**src/rtl/pc_request_unit.sv**
```systemverilog
// PC register and fetch/data request sequencer.
// Holds the PC across memory waits and retires one instruction per update.
module pc_request_unit #(
  parameter logic [31:0] PC_INIT = 32'h00000000
) (
  input  logic        CLK,
  input  logic        RST,
  input  logic        halt,
  input  logic        dren_in,
  input  logic        dwen_in,
  input  logic [1:0]  PCSrc,
  input  logic [25:0] j_addr26,
  input  logic [31:0] jr_addr,
  input  logic [31:0] imm_ext,
  input  logic        ihit,
  input  logic        dhit,
  output logic        iREN,
  output logic        dREN,
  output logic        dWEN,
  output logic [31:0] imemaddr,
  output logic [31:0] pc_plus4,
  output logic        pc_commit
);

  typedef enum logic [1:0] {
    FETCH  = 2'd0,
    DATA   = 2'd1,
    HALTED = 2'd2
  } state_t;

  state_t      state;
  state_t      state_nxt;
  logic [31:0] pc;
  logic [31:0] pc_nxt;
  logic [31:0] npc;
  logic        commit;

  assign imemaddr  = pc;
  assign pc_plus4  = pc + 32'd4;
  assign pc_commit = commit & ~RST;

  // Next-PC select; all arithmetic wraps modulo 2^32.
  always_comb begin
    npc = pc_plus4;
    unique case (PCSrc)
      2'd0: npc = pc_plus4;
      2'd1: npc = {pc_plus4[31:28], j_addr26, 2'b00};
      2'd2: npc = jr_addr;
      2'd3: npc = pc_plus4 + (imm_ext << 2);
      default: npc = pc_plus4;
    endcase
  end

  // Sequencer: request outputs, next state and PC update.
  always_comb begin
    state_nxt = state;
    pc_nxt    = pc;
    commit    = 1'b0;
    iREN      = 1'b0;
    dREN      = 1'b0;
    dWEN      = 1'b0;
    unique case (state)
      FETCH: begin
        iREN = 1'b1;
        if (halt) begin
          state_nxt = HALTED;
        end else if (ihit) begin
          if (dren_in | dwen_in) begin
            state_nxt = DATA;
          end else begin
            pc_nxt = npc;
            commit = 1'b1;
          end
        end
      end
      DATA: begin
        dREN = dren_in;
        dWEN = dwen_in;
        if (halt) begin
          state_nxt = HALTED;
        end else if (dhit) begin
          pc_nxt    = npc;
          commit    = 1'b1;
          state_nxt = FETCH;
        end
      end
      HALTED: begin
        state_nxt = HALTED;
      end
      default: begin
        state_nxt = FETCH;
      end
    endcase
  end

  // State and PC registers with synchronous reset.
  always_ff @(posedge CLK) begin
    if (RST) begin
      state <= FETCH;
      pc    <= PC_INIT;
    end else begin
      state <= state_nxt;
      pc    <= pc_nxt;
    end
  end

endmodule

```
**config.mk**
```make
export PLATFORM = sky130hd
export DESIGN_NAME = pc_request_unit
export DESIGN_NICKNAME = d
export VERILOG_FILES = /design/src/rtl/pc_request_unit.sv
export SDC_FILE = /design/constraint.sdc
export NUM_CORES = 1
export LEC_CHECK = 0
export BUFFER_PORTS_ARGS = -buffer_cell sky130_fd_sc_hd__clkbuf_2
export CORE_ASPECT_RATIO = 0.75
export CORE_MARGIN = 5
export CORE_UTILIZATION = 54
export CTS_CLUSTER_SIZE = 28
export DETAILED_ROUTE_END_ITERATION = 10
export PLACE_DENSITY = 0.95
export SLEW_MARGIN = 15
export SYNTH_ARGS = -nofsm -noshare
export SYNTH_HDL_FRONTEND = slang
export SYNTH_SLANG_ARGS = --single-unit
```
**constraint.sdc**
```tcl
create_clock -name CLK -period 8.8 [get_ports CLK]
set_input_delay 1.76 -clock CLK [delete_from_list [all_inputs] [get_ports CLK]]
set_output_delay 1.76 -clock CLK [all_outputs]
set_load 0.005 [all_outputs]
```
== Word-level counts from Yosys, hierarchy flattened ==
Cells that the tools add are included.
Widths: inputs -> output; s select.

* $add $sub $neg: 2
* Equal/unequal tests: 13
* Mux-type cells: 22
* Bitwise gates (word level): 3
* Reductions and logical operators: 5

{| class="wikitable"
|+ Operators with widths
! cell !! number
|-
| $mux 32 || 5
|-
| $pmux 32 s4 || 1
|-
| $pmux 32 s2 || 1
|-
| $add 32x3->32 const B || 1
|-
| $add 32x32->32 || 1
|-
| $mux 2 || 5
|-
| $ne 2x2->1 const B || 5
|-
| $ne 3x3->1 const B || 3
|-
| $mux 1 || 8
|-
| $eq 2x2->1 const B || 3
|-
| $pmux 2 s3 || 1
|-
| $reduce_and 6->1 || 1
|-
| $eq 2x1->1 const B || 2
|-
| $logic_not 2->1 || 2
|-
| $reduce_and 3->1 || 1
|-
| $pmux 1 s2 || 1
|-
| $reduce_bool 2->1 || 1
|-
| $and 1x1->1 || 1
|-
| $not 1->1 || 1
|-
| $or 1x1->1 || 1
|}

* Flip-flop bits (word level): 34
* Input port bits: 99
* Logic and storage cells: 47

== Depth between registers and ports, before layout ==
* Depth in word-level cells: 7
* Mapped depth: 17

== Worst setup path after synthesis ==
No wires, ideal clock.

* Path kind: input-to-output
* Start: input dwen_in
* End: output pc_commit
* Data arrival time: 2710 ps
* Required time: 7040 ps
* Path slack: 4330 ps
* Stages on the path: 4
* Cells stage by stage: nor4b_1 -> a21oi_1 -> or4_1 -> inv_1

* Longest elaborated chain between the ends: 6

{| class="wikitable"
|+ RTL lines
! what !! RTL line !! RTL
|-
| from (decl) || 10 || <nowiki>input logic dwen_in,</nowiki>
|-
| $or 1x1->1 || 68 || <nowiki>if (dren_in | dwen_in) begin</nowiki>
|-
| $mux 1 || 68 ||
|-
| $mux 1 || 67 || <nowiki>end else if (ihit) begin</nowiki>
|-
| $mux 1 || 65 || <nowiki>if (halt) begin</nowiki>
|-
| $pmux 1 s2 || 62 || <nowiki>unique case (state)</nowiki>
|-
| $and 1x1->1 || 40 || <nowiki>assign pc_commit = commit & ~RST;</nowiki>
|-
| to (decl) || 22 || <nowiki>output logic pc_commit</nowiki>
|}

No other way between the ends.

== Worst setup path in the final report ==
* Start: input RST
* End: output pc_commit

* Longest elaborated chain between the ends: 2

{| class="wikitable"
|+ RTL lines
! what !! RTL line !! RTL
|-
| from (decl) || 7 || <nowiki>input logic RST,</nowiki>
|-
| $not 1->1 || 40 ||
|-
| $and 1x1->1 || 40 ||
|}

No other way between the ends.

==> out/metrics.yaml <==
place:
  dp_slack_ps: 3810
  place_area_mm2: 0.00496
  globalplace.congestion: 0.974
  numPortBuffers: 164
  dp_hpwl_mm: 11.5
global_routing:
  grt_overflow: 0
  grt_pass1_wl_mm: 23.7
  antenna_found_initial: 0
  grt_use_total_pct: 29.5
  grt_start_max_net_pins: 45
  grt_pass1_vias: 4830
yosys:
  netlist.area_leader.share_pct: 16.5
  synthArstFlopShare_pct: 0
  yosysMostFrequentCell: "a21oi_1"
  synthFlopType: "dfxtp_1"
  synth-edff-count: 0
  synth_common_cells: "52 x a21oi_1, 48 x nand2_1, 44 x nor2_1"
  synth_area_leaders: "dfxtp_1 17%, ha_1 12%, xnor2_1 6.4%, a21oi_1 6.3%, xor2_1 4.7%"
  synth.distinct_cells: 65
  yosysWarnings: 0
  synth_area_leader_cell: "dfxtp_1"
  ys_seq_area_share_pct: 16.5
  synth_cells: 559
  syn_nets: 697
  synth-seq-cells: 34
  avgSynthCellArea_um2: 7.36
  synth_area_mm2: 0.00412
timing:
  fin_ws_ps: 3800
  timing.final.hold_violations: 0
  setup_viol: 0
  fin_worst_skew_ps: 6.47
  drv_slew: 0
  fin_crit_sh_pct: 56.8
  setup_tns_ps: 0
  min_period_ps: 5000
  fmax_ghz: 0.200
  slew_headroom_pct: 56.1
  rsz0062_at_grt: "no"
  worstMarginPinSlew_ps: 656
worst_setup_path:
  cp-end-kind: "output pin"
  timing_worst_setup_path_type: "in -> out"
  path_cells: "clkbuf_2 > or4_1 > inv_1 > clkbuf_2"
  arrival_ps: 3240
  cp-start-kind: "input pin"
  cp.buffers_inverters: 3
  crit_top_cell: "clkbuf_2"
  cp_top_family: "buffers and inverters"
  slowest_stage: "or4_1"
  cp.required_ps: 7040
  slowest_delay_ps: 660
  cp_max_fo: 25
power:
  p_leak_uw: 0.00248
  p_clk_share_pct: 32.3
  max-vdd-ir-drop_uv: 64.6
  pwr-share-comb_pct: 32.0
  power.internal_uw: 308
  p_sw_share_pct: 33.8
  p_sw_uw: 157
  p_per_area_mw_per_mm2: 91.8
  power_frac_seq_pct: 35.6
routing:
  drt_iter0_drc: 402
  dr.pass1.iters: 5
  num_vias: 5070
  ant_nets: 0
  vias_per_cell: 6.32
  routed_wirelength_mm: 14.7
  post_drt_wl_per_cell_um: 18.4
  drc: 0
floorplanning:
  die_height_um: 85.6
  die_area_mm2: 0.00948
  coreArea_mm2: 0.00740
  start_util_pct: 55.6
  die_w_um: 111
  io-pin-count: 167
  rows: 27
cells_and_area:
  fill_cells: 631
  layout-drive-gt1-share_pct: 27.4
  area_growth_pct: 23.3
  nets: 838
  num_antenna_cells: 0
  finish.utilization_pct: 68.6
  area.sequential_um2: 681
  final_area_mm2: 0.00507
  multiInputGateArea_mm2: 0.00321
clock_tree:
  cts-resized-gates: 0
  worstSkewPairLatency_ps: 300
  htreeDepth: 2
  clockBufferDepth: 2
  cts-root-buf: "clkbuf_8"
  cts_hold_buf: 0
  clk_pin_slew_ps: 70
  numCtsBuffers: 5
  postCtsSetupBuffers: 0
  cts_tree: "yes"
  clock_sinks: 34
run:
  max_cap_violations: 0
outcome:
  status: "complete, no violations"
hold_path:
  min_path_type: "reg -> reg"
==> flip-flops by register name (all words and copies together), names as in the netlist <==
register  cells
imemaddr     32
state         2
==> cell type report <==
type / count / share of cell area (%)
Multi-Input combinational cell: 467 / 63.2
Tap cell: 101 / 2.49
Timing Repair Buffer: 170 / 17.1
Inverter: 22 / 1.63
Sequential cell: 34 / 13.4
Clock inverter: 2 / 0.740
Clock buffer: 6 / 1.43
==> cells by family after synthesis <==
logic type / count (synthesis) / share of synthesized area [%]
AO/OA/AOI/OAI: 191 / 32.0
AND/OR/NAND/NOR: 182 / 21.8
buffers and inverters: 58 / 5.66
XOR/XNOR: 53 / 11.5
adder cells (fa/ha/maj): 39 / 12.0
flip-flops: 34 / 16.5
multiplexers: 2 / 0.517
==> path summary, 6_finish.rpt <==
| kind | depth (start not counted) | startpoint | slack [ps] | end |
|---|---|---|---|---|
| worst max-delay path | 4 | RST | 3800 | pc_commit |
| worst min-delay path | 2 | imemaddr[0]$_SDFFE_PP0P_ | 480 | imemaddr[0]$_SDFFE_PP0P_ |
| worst max register to register | 15 | imemaddr[2]$_SDFFE_PP0P_ | 4440 | imemaddr[24]$_SDFFE_PP0P_ |
| worst min register to register | 2 | imemaddr[0]$_SDFFE_PP0P_ | 480 | imemaddr[0]$_SDFFE_PP0P_ |
==> cell usage in the layout (no fill, tap or decap), types with 11 or more instances in the layout <==
master	n
a21oi_1	52
xnor2_1	30
dfxtp_1	34
clkbuf_2	164
nor2_1	44
nand3_1	26
ha_1	38
a221o_1	12
a31oi_1	16
a21o_1	14
nand2_1	48
xor2_1	22
o21ai_0	31
inv_1	22
nand4_1	11
==> per-stage QoR <==
stage	power, uW	cells	hold WS (ps)
floorplan	258	559	461
global placement	310	794	466
detailed placement	315	794	476
CTS	463	802	489
global route	488	802	528
finish	466	802	483
==> power groups by stage <==
stage               clock network [uW]  registers [uW]  logic (uW)
finish                             151             166         149
global placement                     0             169         141
global route                       158             167         163
CTS                                151             166         147
floorplan                            0             167        91.4
detailed placement                   0             169         146
==> worst register-to-register path, cell delays in order (launching register included) <==
cell,delay (ps)
dfxtp_1,450
ha_1,270
nand3_1,270
nor2_1,350
nand3_1,140
xnor2_1,190
ha_1,460
nand4_1,160
or2_0,240
a31oi_1,230
nand4bb_1,240
a41oi_1,320
o31ai_1,430
xor2_1,180
nand3_1,90
a211oi_1,260
==> per-layer routing <==
metal / vias to the layer above / global-route usage, % / share of wire, % / routed length, um
met4: 0 / 9.51 / 1.9 / 274
li1: 2368 / - / - / -
met1: 2339 / 38.0 / 42 / 6250
met2: 333 / 48.4 / 44 / 6540
met5: - / 0 / 0 / 0
met3: 30 / 7.97 / 11 / 1690
(Power assumes the default switching activity.)
